==> src/rtl/demo_avalon_arbiter_2m.sv <==
// demo_avalon_arbiter_2m
//   Two-master round-robin arbiter in front of one Avalon-MM slave.
//   A granted master owns the slave bus until the slave accepts its command.
//   Reads accepted by the slave push the issuing master's id into a tag FIFO,
//   so each s_readdatavalid is steered back to the master that asked for it.
// Ports
//   clk, reset        : clock, synchronous active-high reset
//   m0_* / m1_*       : Avalon-MM master-side ports (commands in, stall/data out)
//   s_*               : Avalon-MM slave-side port (commands out, stall/data in)
//   pending_cnt       : reads accepted by the slave and not yet returned
//   err_unexp_rdv     : sticky, readdatavalid seen with no read outstanding
module demo_avalon_arbiter_2m #(
  parameter int AV_ADDRESS_W  = 16,
  parameter int AV_DATA_W     = 32,
  parameter int AV_NUMSYMBOLS = 4,
  parameter int MAX_PENDING   = 4
) (
  input  logic                          clk,
  input  logic                          reset,
  input  logic                          m0_write,
  input  logic                          m0_read,
  input  logic [AV_ADDRESS_W-1:0]       m0_address,
  input  logic [AV_NUMSYMBOLS-1:0]      m0_byteenable,
  input  logic [AV_DATA_W-1:0]          m0_writedata,
  output logic                          m0_waitrequest,
  output logic [AV_DATA_W-1:0]          m0_readdata,
  output logic                          m0_readdatavalid,
  input  logic                          m1_write,
  input  logic                          m1_read,
  input  logic [AV_ADDRESS_W-1:0]       m1_address,
  input  logic [AV_NUMSYMBOLS-1:0]      m1_byteenable,
  input  logic [AV_DATA_W-1:0]          m1_writedata,
  output logic                          m1_waitrequest,
  output logic [AV_DATA_W-1:0]          m1_readdata,
  output logic                          m1_readdatavalid,
  output logic                          s_write,
  output logic                          s_read,
  output logic [AV_ADDRESS_W-1:0]       s_address,
  output logic [AV_NUMSYMBOLS-1:0]      s_byteenable,
  output logic [AV_DATA_W-1:0]          s_writedata,
  input  logic                          s_waitrequest,
  input  logic [AV_DATA_W-1:0]          s_readdata,
  input  logic                          s_readdatavalid,
  output logic [$clog2(MAX_PENDING):0]  pending_cnt,
  output logic                          err_unexp_rdv
);

  localparam int PTR_W = $clog2(MAX_PENDING);
  localparam logic [PTR_W:0] FULL_CNT = (PTR_W+1)'(MAX_PENDING);

  typedef enum logic [1:0] {IDLE = 2'd0, GNT0 = 2'd1, GNT1 = 2'd2} state_t;

  state_t                 state_q, state_d;
  logic                   last_q, last_d;      // master granted by the last accepted transfer
  logic [MAX_PENDING-1:0] tag_q;               // issuing master id per outstanding read
  logic [PTR_W-1:0]       wr_ptr_q, rd_ptr_q;
  logic [PTR_W:0]         cnt_q;
  logic                   err_q;

  logic req0, req1, fifo_full, fifo_empty;
  logic sel, g_wr, g_rd, g_wait, accept, push, pop;

  assign req0       = m0_write | m0_read;
  assign req1       = m1_write | m1_read;
  assign fifo_full  = (cnt_q == FULL_CNT);
  assign fifo_empty = (cnt_q == '0);

  // Granted master's strobes; a simultaneous write+read is treated as a write.
  assign sel  = (state_q == GNT1);
  assign g_wr = sel ? m1_write : m0_write;
  assign g_rd = (sel ? m1_read : m0_read) & ~g_wr;

  always_comb begin
    state_d        = state_q;
    last_d         = last_q;
    push           = 1'b0;
    accept         = 1'b0;
    g_wait         = 1'b1;
    s_write        = 1'b0;
    s_read         = 1'b0;
    s_address      = '0;
    s_byteenable   = '0;
    s_writedata    = '0;
    m0_waitrequest = 1'b1;
    m1_waitrequest = 1'b1;
    case (state_q)
      IDLE: begin
        // Tie goes to the master that did not win last time.
        if (req0 & req1)  state_d = last_q ? GNT0 : GNT1;
        else if (req0)    state_d = GNT0;
        else if (req1)    state_d = GNT1;
      end
      GNT0, GNT1: begin
        s_address    = sel ? m1_address    : m0_address;
        s_byteenable = sel ? m1_byteenable : m0_byteenable;
        s_writedata  = sel ? m1_writedata  : m0_writedata;
        s_write      = g_wr;
        // A read with no free tag slot is held off the slave bus entirely.
        s_read       = g_rd & ~fifo_full;
        g_wait       = s_waitrequest | (g_rd & fifo_full);
        if (sel) m1_waitrequest = g_wait;
        else     m0_waitrequest = g_wait;
        accept = (s_write | s_read) & ~s_waitrequest;
        if (!(g_wr | g_rd)) begin
          // Master dropped its request mid-grant: release without a transfer.
          state_d = IDLE;
        end else if (accept) begin
          state_d = IDLE;
          last_d  = sel;
          push    = s_read;
        end
      end
      default: state_d = IDLE;
    endcase
  end

  assign pop              = s_readdatavalid & ~fifo_empty;
  assign m0_readdatavalid = pop & ~tag_q[rd_ptr_q];
  assign m1_readdatavalid = pop &  tag_q[rd_ptr_q];
  assign m0_readdata      = s_readdata;
  assign m1_readdata      = s_readdata;
  assign pending_cnt      = cnt_q;
  assign err_unexp_rdv    = err_q;

  always_ff @(posedge clk) begin
    if (reset) begin
      state_q  <= IDLE;
      last_q   <= 1'b1;
      tag_q    <= '0;
      wr_ptr_q <= '0;
      rd_ptr_q <= '0;
      cnt_q    <= '0;
      err_q    <= 1'b0;
    end else begin
      state_q <= state_d;
      last_q  <= last_d;
      if (push) begin
        tag_q[wr_ptr_q] <= sel;
        wr_ptr_q        <= wr_ptr_q + 1'b1;
      end
      if (pop) rd_ptr_q <= rd_ptr_q + 1'b1;
      case ({push, pop})
        2'b10:   cnt_q <= cnt_q + 1'b1;
        2'b01:   cnt_q <= cnt_q - 1'b1;
        default: cnt_q <= cnt_q;
      endcase
      if (s_readdatavalid & fifo_empty) err_q <= 1'b1;
    end
  end

endmodule

==> config.mk <==
export PLATFORM = sky130hd
export DESIGN_NAME = demo_avalon_arbiter_2m
export DESIGN_NICKNAME = d
export VERILOG_FILES = /design/src/rtl/demo_avalon_arbiter_2m.sv
export SDC_FILE = /design/constraint.sdc
export NUM_CORES = 1
export LEC_CHECK = 0
export CORE_AREA = 2 2 104 106
export DETAILED_ROUTE_END_ITERATION = 6
export DIE_AREA = 0 0 106 108
export PLACE_DENSITY = 0.78
export SETUP_SLACK_MARGIN = 0.3
export SYNTH_ARGS = -nofsm -noshare
export SYNTH_HDL_FRONTEND = slang
export SYNTH_SLANG_ARGS = --single-unit
==> constraint.sdc <==
create_clock -name clk -period 3.85 [get_ports clk]
set_clock_uncertainty 0.2 [all_clocks]
set_input_delay 0.385 -clock clk [delete_from_list [all_inputs] [get_ports clk]]
set_output_delay 0.385 -clock clk [all_outputs]
set_load 0.1 [all_outputs]
After elaboration in Yosys (flattened, before gate mapping)
Index checks and enable logic that the tools add are counted.

operators by class
  $add $sub $neg = 4
  magnitude comparators = 3
  equality and inequality tests = 7
  multiplexer cells = 30
  bitwise operators = 19
  reductions and logical operators = 7

operators with widths
  cell                                                        number
  2-to-1 mux 32 bit                                           2
  2-to-1 mux 16 bit                                           2
  2-to-1 mux 1 bit                                            13
  2-to-1 mux 2 bit                                            6
  AND 1 bit                                                   9
  2-to-1 mux 4 bit                                            2
  less-than comparator 2 x 3 -> 1 bit, second input constant  2
  case mux 3 bit (2 select lines)                             1
  NOT 1 bit                                                   5
  bitwise OR 1 bit                                            5
  adder 2 x 1 -> 2 bit, second input constant                 2
  bitwise mux 4 bit                                           1
  == test 2 x 1 -> 1 bit, second input constant               2
  == test 2 bit, second input constant                        2
  != test 4 bit, second input constant                        1
  case mux 2 bit (2 select lines)                             1
  adder 3 x 1 -> 3 bit, second input constant                 1
  == test 3 bit, second input constant                        1
  logical NOT 3 bit                                           1
  != test 3 bit, second input constant                        1
  AND reduction 3 bit                                         1
  subtractor 3 x 1 -> 3 bit, second input constant            1
  binary-select mux 1 bit (select 2 bit)                      1
  demux 1 bit (select 2 bit)                                  1
  6 further kinds                                             6

word-level totals
  flip-flop bits (word level) = 15
  input bits = 144
  output and inout bits = 126

Logic depth before layout (Yosys ltp)
Gate-level depths: netlist (run 1).

  depth in word-level cells = 12
  gate-level depth with buffers = 13
  mapped depth without buffers = 11

Worst setup path before layout (run 1)
Ideal clock, no wire load.

  path type = register -> output
  start point = reg cnt_q[2], in the netlist pending_cnt[2]
  end point = out m0_readdatavalid
  data arrival time = 2.815 ns
  path slack = 0.450 ns
  stages on the path, launching flop included = 4
  path buffers = 0
  cell sequence = dfxtp_1 nor3_1 nor2b_1 nor2b_1

between the ends
  word-level cells in the longest chain between the ends = 4

RTL lines
  what                    line  source
  start, declared         57    logic [PTR_W:0] cnt_q;
  start signal, assigned  143   2'b10: cnt_q <= cnt_q + 1'b1;
  start signal, assigned  144   2'b01: cnt_q <= cnt_q - 1'b1;
  start signal, assigned  145   default: cnt_q <= cnt_q;
  logical NOT 3 bit       66    assign fifo_empty = (cnt_q == '0);
  NOT 1 bit               117   assign pop = s_readdatavalid & ~fifo_empty;
  AND 1 bit               117
  via pop                 61    logic sel, g_wr, g_rd, g_wait, accept, push, pop;
  AND 1 bit               118   assign m0_readdatavalid = pop & ~tag_q[rd_ptr_q];
  end, declared           27    output logic m0_readdatavalid,

The timed path passes the listed nets, and every way through them passes these cells.

Final worst setup path (run 1)
  start point = in m0_read
  end point = reg cnt_q[2], in the netlist pending_cnt[2]

between the ends
  word-level cells in the longest chain between the ends = 10
  elaborated cells between the ends (all ways) = 13

RTL lines
  what                                                                   line  source
  start, declared                                                        21    input logic m0_read,
  2-to-1 mux 1 bit *                                                     71    assign g_rd = (sel ? m1_read : m0_read) & ~g_wr;
  AND 1 bit *                                                            71
  AND 1 bit                                                              99    s_read = g_rd & ~fifo_full;
  bitwise OR 1 bit                                                       103   accept = (s_write | s_read) & ~s_waitrequest;
  AND 1 bit                                                              103
  2-to-1 mux 1 bit                                                       107   end else if (accept) begin
  2-to-1 mux 1 bit *                                                     104   if (!(g_wr | g_rd)) begin
  2-to-1 mux 1 bit *                                                     86    case (state_q)
  == test 2 x 1 -> 1 bit or == test 2 bit (tied branches)                142   case ({push, pop})
  case mux 3 bit (2 select lines) or nonzero test 2 bit (tied branches)  n/a

Every way passes the cells marked *; elsewhere a longest branch is shown, timed or not.
A chain may end at the register's enable or synchronous reset.

==> results of run 1 <==
[registers in the layout (all words and copies together) (netlist names)]
name,cells
rd_ptr_q,2
wr_ptr_q,2
tag_q,4
err_unexp_rdv,1
state_q,2
pending_cnt,3
last_q,1
[synth_stat cells (2+ instances only)]
| cell type | count | area (um2) |
|---|---|---|
| nor3_1 | 2 | 10.0 |
| inv_1 | 10 | 37.5 |
| nor2_1 | 68 | 255 |
| nand2_1 | 12 | 45.0 |
| nor2b_1 | 2 | 12.5 |
| o21ai_0 | 5 | 25.0 |
| mux2i_1 | 54 | 541 |
| clkbuf_1 | 12 | 45.0 |
| nand2b_1 | 3 | 18.8 |
| nand3_1 | 5 | 25.0 |
| xnor2_1 | 2 | 17.5 |
| a211oi_1 | 2 | 15.0 |
| buf_2 | 2 | 10.0 |
| dfxtp_1 | 15 | 300 |
| xor2_1 | 3 | 26.3 |
| buf_4 | 64 | 480 |
| ha_1 | 7 | 87.6 |
| a21oi_1 | 9 | 45.0 |
[per-stage QoR]
stage / setup slack [ns] / utilization / cell area [um2] / hold slack [ns] / std cells
2_1_floorplan: 0.450 / - / 2150 / 0.233 / 292
3_3_place_gp: 0.818 / 0.332 / 3390 / 0.244 / 525
3_5_place_dp: 0.711 / 0.332 / 3390 / 0.250 / 525
4_1_cts: 0.938 / 0.336 / 3440 / 0.259 / 529
5_1_grt: 0.814 / 0.336 / 3440 / 0.288 / 529
6_report: 0.916 / 0.336 / 3440 / 0.262 / 529
[worst max-delay path by stage]
stage | start | depth (start not counted) | end
after global routing | state_q[0] | 6 | s_address[9]
after CTS | m0_read | 11 | pending_cnt[2]
final | m0_read | 11 | pending_cnt[2]
after floorplan | pending_cnt[2] | 3 | m0_readdatavalid
after detailed placement | m0_read | 11 | pending_cnt[2]
after global placement | m0_read | 11 | pending_cnt[2]
[logic make-up (layout without fill, tap and decap cells)]
logic type,count (synthesis),count (layout),synth area share
and+or+nand+nor,99,99,0.196
buffers and inverters,90,191,0.274
muxes,55,55,0.262
AOI/OAI and AO/OA,20,20,0.0577
DFF,15,15,0.140
adders and majority gates,8,8,0.0501
xor gates and xnor gates,5,5,0.0204
[power groups by stage]
stage,Clock [mW],Sequential [mW],Combinational [mW]
6_report,0.126,0.185,2.03
3_3_place_gp,0,0.187,2.03
4_1_cts,0.128,0.185,2.05
2_1_floorplan,0,0.226,1.85
3_5_place_dp,0,0.189,2.04
5_1_grt,0.135,0.188,2.10
[layer usage]
| layer | GRT usage | routed length, um | share of wire | vias up |
|---|---|---|---|---|
| li1 | - | - | - | 1097 |
| met1 | 0.129 | 2700 | 0.37 | 970 |
| met2 | 0.221 | 3850 | 0.53 | 128 |
| met3 | 0.0223 | 574 | 0.079 | 17 |
| met4 | 0.0423 | 182 | 0.025 | 0 |
| met5 | 0 | 0 | 0 | - |
[cell type report]
type	instances	area share
repair buffers	176	0.468
multi-input cells	187	0.370
flip-flops and latches	15	0.0873
well taps	136	0.0495
clock buffers	3	0.0120
inverters	11	0.0120
clock inverters	1	0.00146
[critical path, stage by stage]
cell,delay [ns]
clkdlybuf4s50_1,0.53
or3b_4,0.41
a211oi_1,0.27
buf_4,0.23
inv_1,0.06
ha_1,0.22
inv_1,0.08
fa_1,0.17
xor2_1,0.07
or3_1,0.30
a21oi_1,0.18
==> results_dict.tcl, run 1 <==
set metrics [dict create \
    synth_cell_types 33 \
    rows 37 \
    fmax_mhz 341 \
    worstReg2RegStart "state_q[0]" \
    grt_max_degree 63 \
    rsz0062_at_grt "no" \
    synthesis.area_mm2 0.00215 \
    syn_inst 292 \
    cts_buffers 3 \
    finalCriticalPeriod_ns 2.93 \
    avgRoutedWirePerCell_um 13.8 \
    min_period_over_period 0.762 \
    synthArstFlopShare 0 \
    synth_area_per_cell_um2 7.35 \
    cts_setup_buffers 0 \
    yosysSeqAreaShare 0.140 \
    drtIter0Drc 79 \
    pwr-share-comb 0.867 \
    antenna_cells 0 \
    layout.cells.most_common_list "115 x clkdlybuf4s50_1, 68 x nor2_1, 61 x buf_4, 54 x mux2i_1, 15 x dfxtp_1" \
    grt_pass1_vias 2209 \
    chipHeight_um 108 \
    power.density_mw_per_mm2 681 \
    antenna_found_initial 0 \
    htreeDepth 1 \
    seqPwrFrac 0.079 \
    mostFrequentLayoutCell "clkdlybuf4s50_1" \
    setup_viol 0 \
    worstHoldPathType "flip-flop to flip-flop" \
    drv_cap 0 \
    die_w_um 106 \
    required_ns 3.81 \
    critPathCaptureType "flip-flop" \
    critical_path_class "input pin to flip-flop" \
    overflow 0 \
    clkTransAtPathRegs_ns 0.06 \
    internal_power_uw 700 \
    ff_latch_area_um2 300 \
    multi_input_area_mm2 0.00127 \
    gp_congestion 0.782 \
    cts_resized 0 \
    maxSlewHeadroom 0.356 \
    drc_errors 0 \
    clk_latency_ns 0.25 \
    yosysWarnings 0 \
    p_leak_nw 1.33 \
    fill_cells 1082 \
    drive_gt1_frac 0.178 \
    drt_wl_total_um 7300 \
    ys_ff_latch 15 \
    power_mw 2.34 \
    ios 270 \
    vias_per_cell 4.18 \
    slew_violations 0 \
    hold_viol 0 \
    r2r_setup_slack_ns 1.03 \
    sw_frac_of_total 0.701 \
    holdPathStages 2 \
    io_buffers 173 \
    hold_path.startpoint "tag_q[3]" \
    dieArea_mm2 0.0114 \
    r2r_cells 12 \
    clock_sinks 15 \
    syn2layout_area_growth_pct 60.1 \
    grt_pass1_wl_um 10900 \
    dr.pass1.iters 4 \
    synth_edf_count 0 \
    outcome "finished, final reports clean" \
    holdPathEnd "tag_q[3]" \
    worst_pin_slew_ns 0.963 \
    worstPathArrival_ns 2.90 \
    clock_path_buffers 2 \
    initial_core_util 0.210 \
    fin_tns_setup_ns 0 \
    cts-root-buf "clkbuf_8" \
    detail-route-antenna-nets 0 \
    ir_drop_v 0.000408 \
    r2r_end "pending_cnt[2]" \
    final_nets 546 \
    cts_tree "yes" \
    clockPowerShare 0.054 \
    critPathMaxFanout 12 \
    syn_nets 444 \
    ys.flop_type "dfxtp_1" \
    core_mm2 0.0102 \
    cts-hold-fix-buffers 0 \
    grtUsageTotal 0.117 \
    via_count 2212 \
    start_kind "input pin" \
    dp_hpwl_um 6310 \
    power_switching_mw 1.64 \
]
No activity file was read; power rests on OpenSTA's default activity.
==> inputs of run 2 (changes only) <==
==> constraint.sdc (replaced) <==
create_clock -name clk -period 2.7 [get_ports clk]
set_clock_uncertainty 0.2 [all_clocks]
set_input_delay 0.27 -clock clk [delete_from_list [all_inputs] [get_ports clk]]
set_output_delay 0.27 -clock clk [all_outputs]
set_load 0.1 [all_outputs]
==> results_dict.tcl, run 2 (synthesis gave the netlist of run 1 again) <==
set metrics [dict create \
    hold_viol 0 \
    mostFrequentLayoutCell "clkdlybuf4s50_1" \
    finalCriticalPeriod_ns 2.49 \
    clk_latency_ns 0.25 \
    overflow 0 \
    grtUsageTotal 0.129 \
    drive_gt1_frac 0.373 \
    clock_path_buffers 2 \
    io_buffers 173 \
    min_period_over_period 0.923 \
    hold_slack_ns 0.260 \
    die_w_um 106 \
    setup_viol 0 \
    worstPathArrival_ns 2.46 \
    via_count 2297 \
    cts-hold-fix-buffers 0 \
    worstHoldPathType "flip-flop to flip-flop" \
    layout.cells.most_common_list "110 x clkdlybuf4s50_1, 59 x buf_12, 54 x mux2i_1, 43 x nor2_4" \
    gp_congestion 0.793 \
    sw_frac_of_total 0.605 \
    initial_core_util 0.210 \
    clkTransAtPathRegs_ns 0.07 \
    dieArea_mm2 0.0114 \
    final_nets 558 \
    critPathMaxFanout 4 \
    power_switching_mw 2.73 \
    cts_buffers 3 \
    grt_pass1_wl_um 11900 \
    cts_tree "yes" \
    p_leak_nw 1.62 \
    fill_cells 931 \
    crit_path_start "state_q[0]" \
    hold_path.startpoint "tag_q[1]" \
    drc_errors 0 \
    outcome "finished, final reports clean" \
    path_cells "inv_4 -> ha_4 -> or3b_4 -> a211oi_4 -> inv_1 -> ha_2 -> inv_2 -> fa_2 -> xor2_1 -> or3_1 -> a21oi_2" \
    rows 37 \
    grt_pass1_vias 2486 \
    antenna_found_initial 0 \
    cts-root-buf "clkbuf_8" \
    internal_power_mw 1.78 \
    pwr-share-comb 0.898 \
    grt_max_degree 35 \
    dr.pass1.iters 4 \
    top_register "tag_q" \
    antenna_cells 0 \
    slew_violations 0 \
    clockPowerShare 0.042 \
    slowest_stage "or3b_4" \
    fin_tns_setup_ns 0 \
    worstReg2RegStart "state_q[0]" \
    ff_latch_area_um2 309 \
    worst_pin_slew_ns 0.648 \
    dp_hpwl_um 6510 \
    drt_wl_total_um 7500 \
    crit_family "simple AND/OR/NAND/NOR gates" \
    avgRoutedWirePerCell_um 13.9 \
    required_ns 2.67 \
    detail-route-antenna-nets 0 \
    syn2layout_area_growth_pct 117 \
    core_mm2 0.0102 \
    fmax_mhz 401 \
    vias_per_cell 4.25 \
    power.density_mw_per_mm2 968 \
    htreeDepth 1 \
    clock_sinks 15 \
    critical_path_class "flip-flop to flip-flop" \
    maxSlewHeadroom 0.567 \
    largest_register_ffs 4 \
    drv_cap 0 \
    ios 270 \
    critPathCaptureType "flip-flop" \
    seqPwrFrac 0.060 \
    ir_drop_v 0.000507 \
    drtIter0Drc 50 \
    start_kind "flip-flop" \
    rsz0062_at_grt "yes" \
    chipHeight_um 108 \
    crit_buf_inv 3 \
    multi_input_area_mm2 0.00166 \
    cpPeakStageDelay_ns 0.40 \
]
[run 2: power groups by stage]
stage / sequential [mW] / clock (mW) / combinational (mW)
finish: 0.270 / 0.188 / 4.05
global route: 0.273 / 0.202 / 4.18
CTS: 0.268 / 0.193 / 4.04
detailed placement: 0.270 / 0 / 4.04
floorplan: 0.323 / 0 / 2.98
global placement: 0.267 / 0 / 4.00
[run 2: final cells by class]
type	count	share of cell area
multi-input combinational	187	0.356
timing repair buffer	188	0.521
sequential	15	0.0664
tap	136	0.0365
clock buffer	4	0.00967
inverter	11	0.00994
[run 2: path summary, 6_finish.rpt]
check,end,slack (ns),cells past startpoint
hold / removal,tag_q[1],0.26,2
setup / recovery,pending_cnt[2],0.21,11
setup reg to reg,pending_cnt[2],0.21,11
hold reg to reg,tag_q[1],0.26,2
[run 2: timing repair]
action / 4_1_cts / 5_1_grt
gates resized for setup: 5 / 7
setup buffers: 2 / 3
endpoints found under the setup margin: 21 / 37
pin swaps: 4 / 2
hold endpoints to repair: 0 / 0
[run 2: stage by stage]
stage                     setup WS (ns)  utilization  instance area [um2]  std cells  power, mW
after global placement          -0.0180        0.443                 4530        532       4.27
after CTS                         0.198        0.449                 4590        538       4.50
after floorplan                  -0.116            -                 2510        292       3.31
after global routing              0.116        0.455                 4660        541       4.65
final                             0.208        0.455                 4660        541       4.51
after detailed placement         -0.121        0.443                 4530        532       4.31
[run 2: metal layers]
layer	global-route usage	routed length, um	vias to the layer above
met5	0	0	-
met4	0.0677	303	0
met3	0.0307	646	36
met2	0.246	4070	118
met1	0.130	2480	1025
li1	-	-	1118
[run 2: worst min-delay path: cells and delay by family, from the launching register on]
kind               cells  cell delay, ns
AOI/OAI and AO/OA      1            0.05
DFF                    1            0.31
and+or+nand+nor        1            0.05
